$ cat src/rtl/sm_control_param.sv
// Shift-and-add multiplier controller: a Moore FSM that sequences the datapath
// strobes for one multiply, walking the multiplier one bit per TEST/ADD/SHIFT pass.
module sm_control_param #(
  parameter  int WIDTH = 4,
  localparam int CNT_W = $clog2(WIDTH)
) (
  input  logic             clk_i,
  input  logic             rst_i,
  input  logic             start_i,
  input  logic             abort_i,
  input  logic [WIDTH-1:0] mr_i,
  output logic             mdld_o,
  output logic             mrld_o,
  output logic             rsclear_o,
  output logic             rsload_o,
  output logic             rsshr_o,
  output logic             busy_o,
  output logic             done_o,
  output logic [CNT_W-1:0] bitidx_o
);

  typedef enum logic [2:0] {
    IDLE  = 3'd0,
    LOAD  = 3'd1,
    TEST  = 3'd2,
    ADD   = 3'd3,
    SHIFT = 3'd4,
    DONE  = 3'd5
  } state_e;

  localparam logic [CNT_W-1:0] LAST = CNT_W'(WIDTH - 1);

  state_e           state_q, state_d;
  logic [CNT_W-1:0] cnt_q, cnt_d;

  always_ff @(posedge clk_i) begin
    if (rst_i) begin
      state_q <= IDLE;
      cnt_q   <= '0;
    end else begin
      state_q <= state_d;
      cnt_q   <= cnt_d;
    end
  end

  always_comb begin
    state_d = state_q;
    cnt_d   = cnt_q;
    case (state_q)
      IDLE:  if (start_i) state_d = LOAD;
      LOAD: begin
        cnt_d   = '0;
        state_d = TEST;
      end
      TEST:  state_d = mr_i[cnt_q] ? ADD : SHIFT;
      ADD:   state_d = SHIFT;
      SHIFT: begin
        if (cnt_q == LAST) begin
          state_d = DONE;
        end else begin
          cnt_d   = cnt_q + CNT_W'(1);
          state_d = TEST;
        end
      end
      DONE:  state_d = IDLE;
      default: begin
        state_d = IDLE;
        cnt_d   = '0;
      end
    endcase
    // Abort wins over every transition once an operation has begun.
    if (state_q != IDLE && abort_i) begin
      state_d = IDLE;
      cnt_d   = cnt_q;
    end
  end

  assign mdld_o    = (state_q == LOAD);
  assign mrld_o    = (state_q == LOAD);
  assign rsclear_o = (state_q == LOAD);
  assign rsload_o  = (state_q == ADD);
  assign rsshr_o   = (state_q == SHIFT);
  assign done_o    = (state_q == DONE);
  assign busy_o    = (state_q != IDLE);
  assign bitidx_o  = cnt_q;

endmodule

$ cat config.mk
export PLATFORM = sky130hd
export DESIGN_NAME = sm_control_param
export DESIGN_NICKNAME = d
export VERILOG_FILES = /design/src/rtl/sm_control_param.sv
export SDC_FILE = /design/constraint.sdc
export NUM_CORES = 1
export LEC_CHECK = 0
export BUFFER_PORTS_ARGS = -buffer_cell sky130_fd_sc_hd__clkbuf_2
export CORE_AREA = 2 2 39 41
export CTS_CLUSTER_SIZE = 10
export DETAILED_ROUTE_END_ITERATION = 7
export DIE_AREA = 0 0 41 43
export GPL_TIMING_DRIVEN = 0
export PLACE_DENSITY_LB_ADDON = 0.3
export SLEW_MARGIN = 20
export SYNTH_ARGS = -nofsm -noshare
export SYNTH_HDL_FRONTEND = slang
export SYNTH_SLANG_ARGS = --single-unit
export TNS_END_PERCENT = 30
$ cat constraint.sdc
create_clock -name clk_i -period 3.51 [get_ports clk_i]
set_input_delay 1.053 -clock clk_i [delete_from_list [all_inputs] [get_ports clk_i]]
set_output_delay 1.053 -clock clk_i [all_outputs]
set_load 0.01 [all_outputs]
==> impl_results.md, run 1 <==
* Total I/O pin count at 17
* Diodes inserted at 0
* Crit path launch type: flip-flop
* Layout cells sized above 1 at 0.412
* Final hold violations at 0
* Clock share of power at 0.383
* PwrDens at 333 nW/um^2
* Drt total wl at 824 microns
* Register clock-pin slew on the reported worst setup and hold paths at 0.04 ns
* Grt met1 use at 0.146
* Clock Path Buffers at 2
* Met2 Track Usage GR at 0.153
* Seq pwr share at 0.367
* Switching share of total power at 0.271
* Synth Flop Type: dfxtp_1
* H-tree depth at 1
* Root Buffer: clkbuf_4
* CTS Buf Count at 3
* #FFs+latches synth at 5
* GRT Total Usage at 0.116
* Min Hold Slack at 0.522 ns
* YS warnings at 0
* Grt total ovfl at 0
* Worst EP required at 2.46 ns
* Die X-Extent at 41 microns
* Final setup fails at 0
* Post-CTS sizing at 0
* Post-route clock period utilization at 0.701
* Register area share after synthesis at 0.261
* Die Y at 43 microns
* Pin count of the biggest net entering global routing at 11
* Syn Inst Count at 48
* Worst EP arrival at 1.41 ns
* Hold Buf Count CTS at 0
* Worst-case headroom to the max-slew limit at 0.760
* Library cells used by synthesis at 30
* Full die area at 1760 sq um
* Via count at 397
* Minimum clock period at 2.46 ns
* Filler cells at 146
* Post-synthesis cell area at 383 sq um
* DRC at 0
* Nets at 78
* Via density at 4.73
* Fraction of registers with async set/reset at 0
* Initial cell density of the core at 0.277
* Worst min path class: flip-flop to flip-flop
* Fin area at 509 sq um
* Antenna-violating nets left at 0
* Crit-path max FO at 10
* Initial drt markers at 4
* Post-Syn Nets at 57
* Final core occ at 0.368
* Initial antenna violation count at 0
* Vias in the first global route at 317
* Core ar. at 1380 sq um
* DP HPWL at 636 microns
* CTS Sinks at 5
* Syn Area/Cell at 7.98 sq um
* DP Area at 483 sq um
* Wire per inst at 9.81 microns
* Pleak at 0.000234 uW
* Logic pwr share at 0.251
* Max-Cap Viols at 0
* 1st-pass router iterations at 2
* Worst vdd ir at 0.151 mV
* Worst slew pin tran at 0.359 ns
* Fmax achieved at 0.407 GHz
* CTS tree: done
* Status: finished clean
* Port bufs at 16
* Final worst slack at 1.05 ns
* GR peak layer: met2
* Max Slew Vio Count at 0
* Critical Path End Type: output port
* Layout area overhead at 33.0%
* Post-CTS Setup Bufs at 0
* GR Layer Usage met3 at 0.0942
* Unrepaired setup endpoints after global routing: false
* Rows at 14
* Placer Congestion at 0.692
* Worst Setup Path Type: flip-flop to output port
* Switching power at 46.1 uW
* Global-route wire length before repair at 1320 microns
* Pre-CTS WS at 1.30 ns
* Clock Skews at 0.00175 ns
* Aggregate negative setup slack at 0 ns
* Number of enable flip-flop cells after synthesis at 0
* Worst-Skew Late Latency at 0.24 ns
* Cell Int Power at 124 uW
-- layout make-up --
class | count | area (sq um) | area share
plain buffers | 4 | 31.3 | 0.0614
flip-flops and latches | 5 | 100 | 0.197
clock buffers | 4 | 26.3 | 0.0516
inverters | 4 | 15.0 | 0.0295
multi-input cells | 35 | 236 | 0.464
well taps | 16 | 20.0 | 0.0393
repair buffers | 16 | 80.1 | 0.157
-- state kept, by name (all words and copies together), names as in the netlist --
signal / count
state_q: 3
bitidx_o: 2
-- synthesized netlist by cell type (all sizes together) (2+ instances only) --
| cell | count | share of area |
|---|---|---|
| nor2 | 4 | 0.046 |
| or3 | 2 | 0.033 |
| inv | 3 | 0.029 |
| buf | 4 | 0.082 |
| and3 | 2 | 0.033 |
| nand2 | 4 | 0.039 |
| a21oi | 5 | 0.085 |
| nor2b | 2 | 0.033 |
| dfxtp | 5 | 0.26 |
-- power groups by stage --
stage / clock network, uW / logic [uW] / registers, uW
after floorplan: 0 / 28.9 / 62.5
after global placement: 0 / 42.4 / 63.2
after detailed placement: 0 / 42.7 / 63.4
after CTS: 69.1 / 42.8 / 62.4
after global routing: 73.7 / 47.9 / 62.7
final: 65.0 / 42.5 / 62.2
-- cells in the final DEF (no fill, tap or decap), drive strengths merged, types with 2 or more instances in the layout --
| master | netlist | final |
|---|---|---|
| a21oi | 5 | 5 |
| and3 | 2 | 2 |
| buf | 4 | 4 |
| clkbuf | 0 | 20 |
| dfxtp | 5 | 5 |
| inv | 3 | 3 |
| nand2 | 4 | 4 |
| nor2 | 4 | 4 |
| nor2b | 2 | 2 |
| or3 | 2 | 2 |
-- per-stage QoR --
step / power, uW / cells
2_1_floorplan: 91.3 / 48
4_1_cts: 174 / 84
5_1_grt: 184 / 84
3_5_place_dp: 106 / 80
3_3_place_gp: 106 / 80
6_report: 170 / 84
-- routing by layer --
layer  vias to the layer above  share of wire
met5                         -              0
met4                         0              0
met3                         0          0.072
met2                        16           0.45
met1                       175           0.47
li1                        206              -
-- cell families after synthesis --
logic type	Yosys count	share of synthesized area
AOI/OAI and AO/OA	11	0.190
and+or+nand+nor	22	0.337
muxes	1	0.0588
DFF	5	0.261
buffers and inverters	8	0.121
adders and majority gates	1	0.0327
-- final timing paths --
check	from	endpoint	slack, ns	cells past startpoint
worst max register to register	bitidx_o[0]	state_q[0]	2.14	4
worst max-delay path	state_q[2]	rsclear_o	1.05	5
worst min register to register	bitidx_o[1]	bitidx_o[1]	0.52	2
worst min-delay path	bitidx_o[1]	bitidx_o[1]	0.52	2
-- worst max-delay path, cell delays in order, from the launching register on --
cell and delay (ns):
dfxtp_1 0.33, buf_2 0.18, or2b_1 0.26, nor2_1 0.16
buf_4 0.13, clkbuf_2 0.11
No activity file was read; power rests on OpenSTA's default activity.
==> run 2, diff against run 1 <==
clock period = 2.1 ns   (was 3.51 ns; I/O delays follow)
==> impl_results.md, run 2 (synthesis gave the netlist of run 1 again) <==
* Status: finished clean
* Worst Setup Path Type: flip-flop to output port
* Critical Path End Type: output port
* Post-CTS Setup Bufs at 0 (unchanged)
* Aggregate negative setup slack at 0 ns (unchanged)
* Nets at 78 (unchanged)
* Worst-case headroom to the max-slew limit at 0.760 (unchanged)
* M1 WL at 392 microns (+0.26%)
* Full die area at 1760 sq um (unchanged)
* Global-route wire length before repair at 1320 microns (unchanged)
* Pin count of the biggest net entering global routing at 11 (unchanged)
* Most frequent cells in the layout: clkbuf_2, dfxtp_1, nand2_1
* Worst EP arrival at 1.36 ns (-0.05 ns)
* Most common cell after layout, fill and taps aside: clkbuf_2
* CTS Buf Count at 3 (unchanged)
* Grt total ovfl at 0 (unchanged)
* CTS Sinks at 5 (unchanged)
* Max Slew Vio Count at 0 (unchanged)
* Clock Path Buffers at 2 (unchanged)
* Met2 Wirelength at 371 microns (-0.27%)
* GRT Total Usage at 0.116 (unchanged)
* Pleak at 0.000234 uW (-0.12%)
* Register clock-pin slew on the reported worst setup and hold paths at 0.04 ns (about the same)
* Drt total wl at 823 microns (-0.12%)
* Layout area overhead at 33.7%
* Layout cells sized above 1 at 0.426 (+0.0147)
* Via density at 4.71 (-0.25%)
* Minimum clock period at 1.99 ns
* Vias in the first global route at 317 (unchanged)
* DP HPWL at 636 microns (unchanged)
* Worst vdd ir at 0.253 mV (+67%)
* Pre-CTS WS at 0.308 ns (-0.987 ns)
* Hold depth at 2 (unchanged)
* Port bufs at 16 (unchanged)
* Final worst slack at 0.105 ns (-0.945 ns)
* Antenna-violating nets left at 0 (unchanged)
* Worst min path class: flip-flop to flip-flop
* DR WL met3 at 59 microns (unchanged)
* Clock Skews at 0.00175 ns (unchanged)
* Tot Pwr at 285 uW (+68%)
* Unrepaired setup endpoints after global routing: false
* Max reg flops at 3 (unchanged)
* DP Area at 483 sq um (unchanged)
* Die X-Extent at 41 microns (unchanged)
* Top Metal Used: met3
* Placer Congestion at 0.692 (unchanged)
* Initial antenna violation count at 0 (unchanged)
* Fin area at 512 sq um (+0.49%)
* Fmax achieved at 0.501 GHz
* Crit path launch type: flip-flop
* PwrDens at 556 nW/um^2 (+67%)
* Post-route clock period utilization at 0.950
* CTS tree: done
* DRC at 0 (unchanged)
* Die Y at 43 microns (unchanged)
* Via count at 396 (-0.25%)
* Crit-path max FO at 10 (unchanged)
* Initial drt markers at 4 (unchanged)
* Wire per inst at 9.80 microns (-0.12%)
* Initial cell density of the core at 0.277 (unchanged)
* Rows at 14 (unchanged)
* Total I/O pin count at 17 (unchanged)
* Hold Buf Count CTS at 0 (unchanged)
* R2R depth at 4 (unchanged)
* Final setup fails at 0 (unchanged)
* H-tree depth at 1 (unchanged)
* Worst-Skew Late Latency at 0.24 ns (about the same)
* Core ar. at 1380 sq um (unchanged)
* Worst EP required at 1.47 ns (-0.99 ns)
* Min Hold Slack at 0.522 ns (unchanged)
* Max-Cap Viols at 0 (unchanged)
* Root Buffer: clkbuf_4
* Worst slew pin tran at 0.359 ns (unchanged)
* Final hold violations at 0 (unchanged)
* Diodes inserted at 0 (unchanged)
* Largest register by flop count: state_q
* 1st-pass router iterations at 2 (unchanged)
run 2: cell counts in the layout (fill, tap and decap cells not counted):
No cell type changed its count.
run 2: repair_timing:
item                                   CTS  global route
resized for setup                        0             1
setup endpoints to repair                0             2
endpoints found under the hold margin    0             0
run 2: worst max-delay path, stage by stage (launching register included):
cell and delay [ns]:
dfxtp_1 0.33, buf_2 0.18, or2b_1 0.27, nor2_2 0.12
buf_4 0.12, clkbuf_2 0.11
run 2: area by class of cell:
class,count,area [sq um]
timing repair buffer,16,80.1
tap,16,20.0
clock buffer,4,26.3
inverter,4,15.0
buffer,4,31.3
fill,148,872
sequential,5,100
multi-input combinational,35,239
run 2: routing by layer:
layer  track usage  up-vias
met5             0        -
met4        0.0200        0
met3        0.0942        0
met2         0.153       16
met1         0.146      173
li1              -      207
run 2: final timing paths:
kind	startpoint	end	slack, ns
hold / removal	bitidx_o[1]	bitidx_o[1]	0.52
setup reg to reg	bitidx_o[0]	state_q[0]	0.73
setup / recovery	state_q[2]	rsclear_o	0.11
hold reg to reg	bitidx_o[1]	bitidx_o[1]	0.52
run 2: report_power, final:
part           total, uW  switching [uW]  internal (uW)  leakage [uW]
Combinational       71.9            35.6           36.3      0.000178
Clock                109            36.9           71.7     0.0000150
Sequential           104            5.03           99.0     0.0000405
run 2: through the flow:
| stage | std cells | util |
|---|---|---|
| after floorplan | 48 | - |
| after global placement | 80 | 0.349 |
| after detailed placement | 80 | 0.349 |
| after CTS | 84 | 0.368 |
| after global routing | 84 | 0.370 |
| final | 84 | 0.370 |
